===== config.mk =====
export PLATFORM = sky130hd
export DESIGN_NAME = amo_sequencer
export DESIGN_NICKNAME = d
export VERILOG_FILES = /design/src/rtl/amo_sequencer.sv
export SDC_FILE = /design/constraint.sdc
export NUM_CORES = 1
export LEC_CHECK = 0
export ABC_CLOCK_PERIOD_IN_PS = 8400
export CORE_ASPECT_RATIO = 1.25
export CORE_UTILIZATION = 50
export CTS_BUF_LIST = sky130_fd_sc_hd__clkbuf_4 sky130_fd_sc_hd__clkbuf_8
export DETAILED_ROUTE_END_ITERATION = 10
export GPL_TIMING_DRIVEN = 0
export PLACE_DENSITY = 0.82
export SYNTH_ARGS = -nofsm -noshare
export SYNTH_HDL_FRONTEND = slang
export SYNTH_SLANG_ARGS = --single-unit
export TNS_END_PERCENT = 100

===== constraint.sdc =====
create_clock -name clk -period 8.4 [get_ports clk]
set_input_delay 1.68 -clock clk [delete_from_list [all_inputs] [get_ports clk]]
set_output_delay 1.68 -clock clk [all_outputs]
set_load 0.01 [all_outputs]

===== src/rtl/amo_sequencer.sv =====
// Multicycle sequencer for RV32A LR.W / SC.W / AMO*.W on the shared datapath.
// Owns the datapath strobes while busy and holds the single LR/SC reservation.
module amo_sequencer #(
  parameter int ADDR_W      = 32,
  parameter int MEM_TIMEOUT = 0
) (
  input  logic              clk,
  input  logic              resetn,
  input  logic              start,
  input  logic [4:0]        funct5,
  input  logic [ADDR_W-1:0] addr,
  input  logic              mem_ready,
  input  logic              trap_event,
  input  logic              snoop_wr,
  input  logic [ADDR_W-1:0] snoop_addr,
  output logic              busy,
  output logic              done,
  output logic              illegal,
  output logic              misaligned,
  output logic              bus_fault,
  output logic              mem_valid,
  output logic              mem_we,
  output logic              adr_src,
  output logic              buf_addr_we,
  output logic              temp_we,
  output logic              temp_src_alu,
  output logic              wdata_from_temp,
  output logic              reg_write,
  output logic [1:0]        result_sel,
  output logic              sc_status,
  output logic [4:0]        alu_fn,
  output logic              reserved
);

  localparam logic [4:0] OP_ADD  = 5'b00000;
  localparam logic [4:0] OP_SWAP = 5'b00001;
  localparam logic [4:0] OP_LR   = 5'b00010;
  localparam logic [4:0] OP_SC   = 5'b00011;
  localparam logic [4:0] OP_XOR  = 5'b00100;
  localparam logic [4:0] OP_OR   = 5'b01000;
  localparam logic [4:0] OP_AND  = 5'b01100;
  localparam logic [4:0] OP_MIN  = 5'b10000;
  localparam logic [4:0] OP_MAX  = 5'b10100;
  localparam logic [4:0] OP_MINU = 5'b11000;
  localparam logic [4:0] OP_MAXU = 5'b11100;

  localparam int TMO_W = (MEM_TIMEOUT > 1) ? $clog2(MEM_TIMEOUT) : 1;
  localparam logic [TMO_W-1:0] TMO_LAST = TMO_W'((MEM_TIMEOUT > 0) ? MEM_TIMEOUT - 1 : 0);

  typedef enum logic [3:0] {
    S_IDLE, S_ADDR, S_READ, S_WB, S_CALC, S_WRITE, S_SC_CHK, S_SC_WB, S_DONE, S_FAULT
  } state_t;

  typedef enum logic [1:0] {F_NONE, F_ILLEGAL, F_MISALIGNED, F_BUS} fault_t;

  state_t              state_q, state_d;
  fault_t              fault_q, fault_d;
  logic [4:0]          alu_fn_q, alu_fn_d;
  logic [ADDR_W-1:2]   buf_word_q, buf_word_d;
  logic [ADDR_W-1:2]   res_word_q, res_word_d;
  logic [ADDR_W-1:2]   match_word;
  logic                res_valid_q, res_valid_d;
  logic                sc_status_q, sc_status_d;
  logic [TMO_W-1:0]    tmo_q, tmo_d;
  logic                tmo_hit;
  logic                lr_set;
  logic                sc_ok;
  logic                is_lr, is_sc;
  logic                unused_ok;

  function automatic logic op_legal(input logic [4:0] f);
    case (f)
      OP_ADD, OP_SWAP, OP_LR, OP_SC, OP_XOR, OP_OR, OP_AND,
      OP_MIN, OP_MAX, OP_MINU, OP_MAXU: op_legal = 1'b1;
      default:                          op_legal = 1'b0;
    endcase
  endfunction

  assign is_lr     = (alu_fn_q == OP_LR);
  assign is_sc     = (alu_fn_q == OP_SC);
  assign tmo_hit   = (MEM_TIMEOUT > 0) && (tmo_q == TMO_LAST);
  assign sc_ok     = res_valid_q && (res_word_q == buf_word_q);
  assign busy      = (state_q != S_IDLE);
  assign alu_fn    = alu_fn_q;
  assign sc_status = sc_status_q;
  assign reserved  = res_valid_q;
  // Only the word address matters for snoop matching.
  assign unused_ok = ^snoop_addr[1:0];

  always_comb begin
    // NOTE: every signal driven here gets a default first, so no path can infer a latch.
    state_d         = state_q;
    fault_d         = fault_q;
    alu_fn_d        = alu_fn_q;
    buf_word_d      = buf_word_q;
    res_word_d      = res_word_q;
    res_valid_d     = res_valid_q;
    sc_status_d     = sc_status_q;
    tmo_d           = tmo_q;
    lr_set          = 1'b0;
    done            = 1'b0;
    illegal         = 1'b0;
    misaligned      = 1'b0;
    bus_fault       = 1'b0;
    mem_valid       = 1'b0;
    mem_we          = 1'b0;
    adr_src         = 1'b0;
    buf_addr_we     = 1'b0;
    temp_we         = 1'b0;
    temp_src_alu    = 1'b0;
    wdata_from_temp = 1'b0;
    reg_write       = 1'b0;
    result_sel      = 2'd0;

    case (state_q)
      S_IDLE: begin
        if (start) begin
          alu_fn_d = funct5;
          state_d  = S_ADDR;
        end
      end
      S_ADDR: begin
        buf_addr_we = 1'b1;
        buf_word_d  = addr[ADDR_W-1:2];
        tmo_d       = '0;
        if (!op_legal(alu_fn_q)) begin
          fault_d = F_ILLEGAL;
          state_d = S_FAULT;
        end else if (addr[1:0] != 2'b00) begin
          fault_d = F_MISALIGNED;
          state_d = S_FAULT;
          // A faulting SC still consumes the reservation.
          if (is_sc) res_valid_d = 1'b0;
        end else if (is_sc) begin
          state_d = S_SC_CHK;
        end else begin
          state_d = S_READ;
        end
      end
      S_READ: begin
        mem_valid = 1'b1;
        adr_src   = 1'b1;
        if (mem_ready) begin
          temp_we = 1'b1;
          state_d = S_WB;
          if (is_lr) begin
            lr_set      = 1'b1;
            res_valid_d = 1'b1;
            res_word_d  = buf_word_q;
          end
        end else if (tmo_hit) begin
          fault_d = F_BUS;
          state_d = S_FAULT;
        end else begin
          tmo_d = tmo_q + 1'b1;
        end
      end
      S_WB: begin
        reg_write = 1'b1;
        state_d   = is_lr ? S_DONE : S_CALC;
      end
      S_CALC: begin
        temp_we      = 1'b1;
        temp_src_alu = 1'b1;
        tmo_d        = '0;
        state_d      = S_WRITE;
      end
      S_WRITE: begin
        mem_valid       = 1'b1;
        mem_we          = 1'b1;
        adr_src         = 1'b1;
        wdata_from_temp = !is_sc;
        if (mem_ready) begin
          state_d = is_sc ? S_SC_WB : S_DONE;
        end else if (tmo_hit) begin
          fault_d = F_BUS;
          state_d = S_FAULT;
        end else begin
          tmo_d = tmo_q + 1'b1;
        end
      end
      S_SC_CHK: begin
        res_valid_d = 1'b0;
        sc_status_d = !sc_ok;
        tmo_d       = '0;
        state_d     = sc_ok ? S_WRITE : S_SC_WB;
      end
      S_SC_WB: begin
        reg_write  = 1'b1;
        result_sel = 2'd1;
        state_d    = S_DONE;
      end
      S_DONE: begin
        done    = 1'b1;
        state_d = S_IDLE;
      end
      S_FAULT: begin
        done       = 1'b1;
        illegal    = (fault_q == F_ILLEGAL);
        misaligned = (fault_q == F_MISALIGNED);
        bus_fault  = (fault_q == F_BUS);
        fault_d    = F_NONE;
        state_d    = S_IDLE;
      end
      default: state_d = S_IDLE;
    endcase

    // Clearing events beat a same-cycle LR; a snoop is matched against the word LR is claiming.
    match_word = lr_set ? buf_word_q : res_word_q;
    if (trap_event || (snoop_wr && (snoop_addr[ADDR_W-1:2] == match_word))) begin
      res_valid_d = 1'b0;
    end
  end

  // NOTE: state registers use non-blocking assignments so every flop samples pre-edge values.
  always_ff @(posedge clk or negedge resetn) begin
    if (!resetn) begin
      state_q     <= S_IDLE;
      fault_q     <= F_NONE;
      alu_fn_q    <= '0;
      buf_word_q  <= '0;
      res_word_q  <= '0;
      res_valid_q <= 1'b0;
      sc_status_q <= 1'b0;
      tmo_q       <= '0;
    end else begin
      state_q     <= state_d;
      fault_q     <= fault_d;
      alu_fn_q    <= alu_fn_d;
      buf_word_q  <= buf_word_d;
      res_word_q  <= res_word_d;
      res_valid_q <= res_valid_d;
      sc_status_q <= sc_status_d;
      tmo_q       <= tmo_d;
    end
  end

endmodule


==> insert_results.sql <==
INSERT INTO impl_metrics (metric_group, metric, value, unit) VALUES
('synth', 'fraction_of_post_synthesis_cell_area_in_the_top_cell_type_by_area', '0.425', ''),
('synth', 'syn_inst', '416', ''),
('grt', 'first_global_vias', '3995', ''),
('clock_tree', 'cts_made_buffers', '9', ''),
('sta', 'hold_ws', '0.518', 'ns'),
('floorplan', 'io_pins', '97', ''),
('grt', 'grt_max_degree', '46', ''),
('synth', 'synth_edf_count', '0', ''),
('power', 'fraction_of_power_consumed_by_sequential_logic', '0.399', ''),
('sta', 'timing.slew.headroom', '0.350', ''),
('drt', 'remaining_drc_errors', '9', ''),
('worst_hold_path', 'hold_path_startpoint', 'sc_status', ''),
('finish', 'drive_gt1_frac', '0.160', ''),
('sta', 'finalSetupViolCount', '0', ''),
('synth', 'syn_nets', '491', ''),
('sta', 'post-route-min-period', '5.00', 'ns'),
('finish', 'nNetsFinal', '596', ''),
('finish', 'post_layout_util', '0.673', ''),
('power', 'p_leak', '0.00231', 'µW'),
('power', 'p_comb_frac', '0.414', ''),
('grt', 'grt_util_all_layers', '0.288', ''),
('synth', 'ys.warnings.count', '0', ''),
('clock_tree', 'cts-hold-fix-buffers', '0', ''),
('drt', 'route.vias.total', '3944', ''),
('synth', 'synth.top_cells.by_area', 'sky130_fd_sc_hd__dfrtp_1 42%, sky130_fd_sc_hd__mux2_2 14%, sky130_fd_sc_hd__xnor2_1 6.1%', ''),
('setup_path', 'critPathKind', 'reg2out', ''),
('floorplan', 'placement_rows', '37', ''),
('grt', 'grt_pass1_wl', '19900', 'µm'),
('sta', 'drv_slew', '0', ''),
('drt', 'drtIter0Drc', '432', ''),
('setup_path', 'setup.worst_path.start_class', 'register', ''),
('drt', 'wl', '12400', 'µm'),
('grt', 'grt_antenna_before_repair', '0', ''),
('sta', 'max_freq', '0.200', 'GHz'),
('floorplan', 'die-area', '0.00898', 'mm²'),
('clock_tree', 'ctsLongestPathBuffers', '2', ''),
('floorplan', 'initial_core_util', '0.519', ''),
('clock_tree', 'cts_setup_buffers', '0', ''),
('drt', 'wire_per_inst', '20.0', 'µm'),
('worst_hold_path', 'worst_hold_path_type', 'reg2reg', ''),
('synth', 'post_synth_most_frequent_cells', '73 x sky130_fd_sc_hd__dfrtp_1, 53 x sky130_fd_sc_hd__mux2_2, 30 x sky130_fd_sc_hd__xnor2_1, 24 x sky130_fd_sc_hd__nand2_1, 23 x sky130_fd_sc_hd__nor2_1', ''),
('setup_path', 'worst-path-max-fanout', '10', ''),
('power', 'power.net_switching', '586', 'µW'),
('finish', 'antenna_cells', '0', ''),
('setup_path', 'cpMaxStageDelayCell', 'sky130_fd_sc_hd__nor4b_2', ''),
('clock_tree', 'clkTransAtPathRegs', '0.08', 'ns'),
('finish', 'regArea', '0.00183', 'mm²'),
('clock_tree', 'tritoncts_clock_tree', 'built', ''),
('clock_tree', 'post_cts.resized_instances', '0', ''),
('finish', 'fillers', '655', ''),
('setup_path', 'setup.worst_path.start', 'state_q[0]', ''),
('setup_path', 'crit_path_end_kind', 'output pin', ''),
('setup_path', 'critical_path.reg2reg.startpoint', 'state_q[0]', ''),
('synth', 'synth_sequential_area_ratio', '0.425', ''),
('floorplan', 'height_of_the_die', '106', 'µm'),
('synth', 'async_reset_ff_frac', '1.00', ''),
('power', 'vdd_ir_drop_max', '120', 'µV'),
('outcome', 'outcome', 'finished, violations left', ''),
('sta', 'final.setup.tns', '0', 'ns'),
('clock_tree', 'numClockSinks', '73', ''),
('drt', 'via_per_inst', '6.34', ''),
('outcome', 'failing_checks', 'DRC', ''),
('placement', 'portBuffers', '93', ''),
('synth', 'yosys.cell_types.count', '55', ''),
('setup_path', 'cp_top_family', 'buffers and inverters', ''),
('synth', 'synthFlopType', 'sky130_fd_sc_hd__dfrtp_1', ''),
('sta', 'final_min_period_over_clock_period', '0.596', ''),
('synth', 'synthMostInstantiatedCell', 'sky130_fd_sc_hd__dfrtp_1', ''),
('setup_path', 'cp_data_arrival_time', '3.32', 'ns'),
('finish', 'area.growth.synth_to_final', '29.6', '%'),
('power', 'internal_power', '919', 'µW');
-- cells in the final DEF (no fill, tap or decap), types with 8 or more instances in the layout --
cell type	synthesis	routed
sky130_fd_sc_hd__a21o_1	8	8
sky130_fd_sc_hd__a21oi_1	8	8
sky130_fd_sc_hd__a31oi_1	8	8
sky130_fd_sc_hd__clkbuf_1	20	20
sky130_fd_sc_hd__clkbuf_8	0	10
sky130_fd_sc_hd__clkdlybuf4s50_1	0	92
sky130_fd_sc_hd__dfrtp_1	73	73
sky130_fd_sc_hd__inv_1	13	13
sky130_fd_sc_hd__mux2_2	53	53
sky130_fd_sc_hd__nand2_1	24	24
sky130_fd_sc_hd__nand4_1	22	22
sky130_fd_sc_hd__nor2_1	23	23
sky130_fd_sc_hd__nor4_1	8	8
sky130_fd_sc_hd__xnor2_1	30	30
sky130_fd_sc_hd__xor2_1	13	13
-- area by class of cell --
class | count | share of cell area
buffer | 26 | 0.0220
clock buffer | 10 | 0.0247
clock inverter | 5 | 0.0101
inverter | 13 | 0.00876
multi-input combinational | 304 | 0.413
sequential | 73 | 0.328
tap | 97 | 0.0218
timing repair buffer | 94 | 0.172
-- final timing paths --
| check | end | cells after the start | slack (ns) |
|---|---|---|---|
| min in group asynchronous | alu_fn[3] | 1 | 1.24 |
| max in group asynchronous | buf_word_q[9] | 2 | 6.58 |
| setup / recovery | buf_addr_we | 4 | 3.40 |
| hold / removal | sc_status | 1 | 0.52 |
| hold reg to reg | sc_status | 1 | 0.52 |
| setup reg to reg | reserved | 8 | 5.23 |
-- cells by family after synthesis --
kind of cell	synth area share
DFF	0.425
AOI/OAI and AO/OA	0.140
and+or+nand+nor	0.166
buffers and inverters	0.0398
xor gates and xnor gates	0.0876
other	0.000872
muxes	0.141
-- registers in the layout, summed over array words and instances (netlist names) --
name,cells
fault_q,2
buf_word_q,30
state_q,4
reserved,1
sc_status,1
alu_fn,5
res_word_q,30
-- through the flow --
step / cell area, µm² / total power [µW] / instances / worst slack (ns)
global route: 5570 / 1590 / 622 / 3.29
finish: 5570 / 1500 / 622 / 3.40
global placement: 5350 / 1190 / 606 / 3.12
detailed placement: 5380 / 1210 / 607 / 3.78
CTS: 5570 / 1500 / 622 / 3.46
floorplan: 4300 / 970 / 416 / 4.87
-- worst reg2reg max path: cells and delay by family (launching register included) --
kind | cells | cell delay [ns]
buf+inv | 2 | 0.70
compound gates | 2 | 0.48
flops | 1 | 0.38
simple gates | 4 | 1.48
-- power by group through the flow --
stage               Combinational (µW)  Clock, µW  Sequential, µW
global placement                   600          0             594
global route                       670        298             618
CTS                                617        282             597
floorplan                          402          0             568
finish                             622        282             600
detailed placement                 610          0             603
-- per-layer routing --
layer | track usage | vias to the layer above | part of all wire
met1 | 0.353 | 1907 | 0.38
met5 | 0 | - | 0
met4 | 0.163 | 0 | 0.049
met3 | 0.0517 | 57 | 0.079
li1 | - | 1757 | -
met2 | 0.474 | 223 | 0.49
Power figures use the tool's default switching activity.
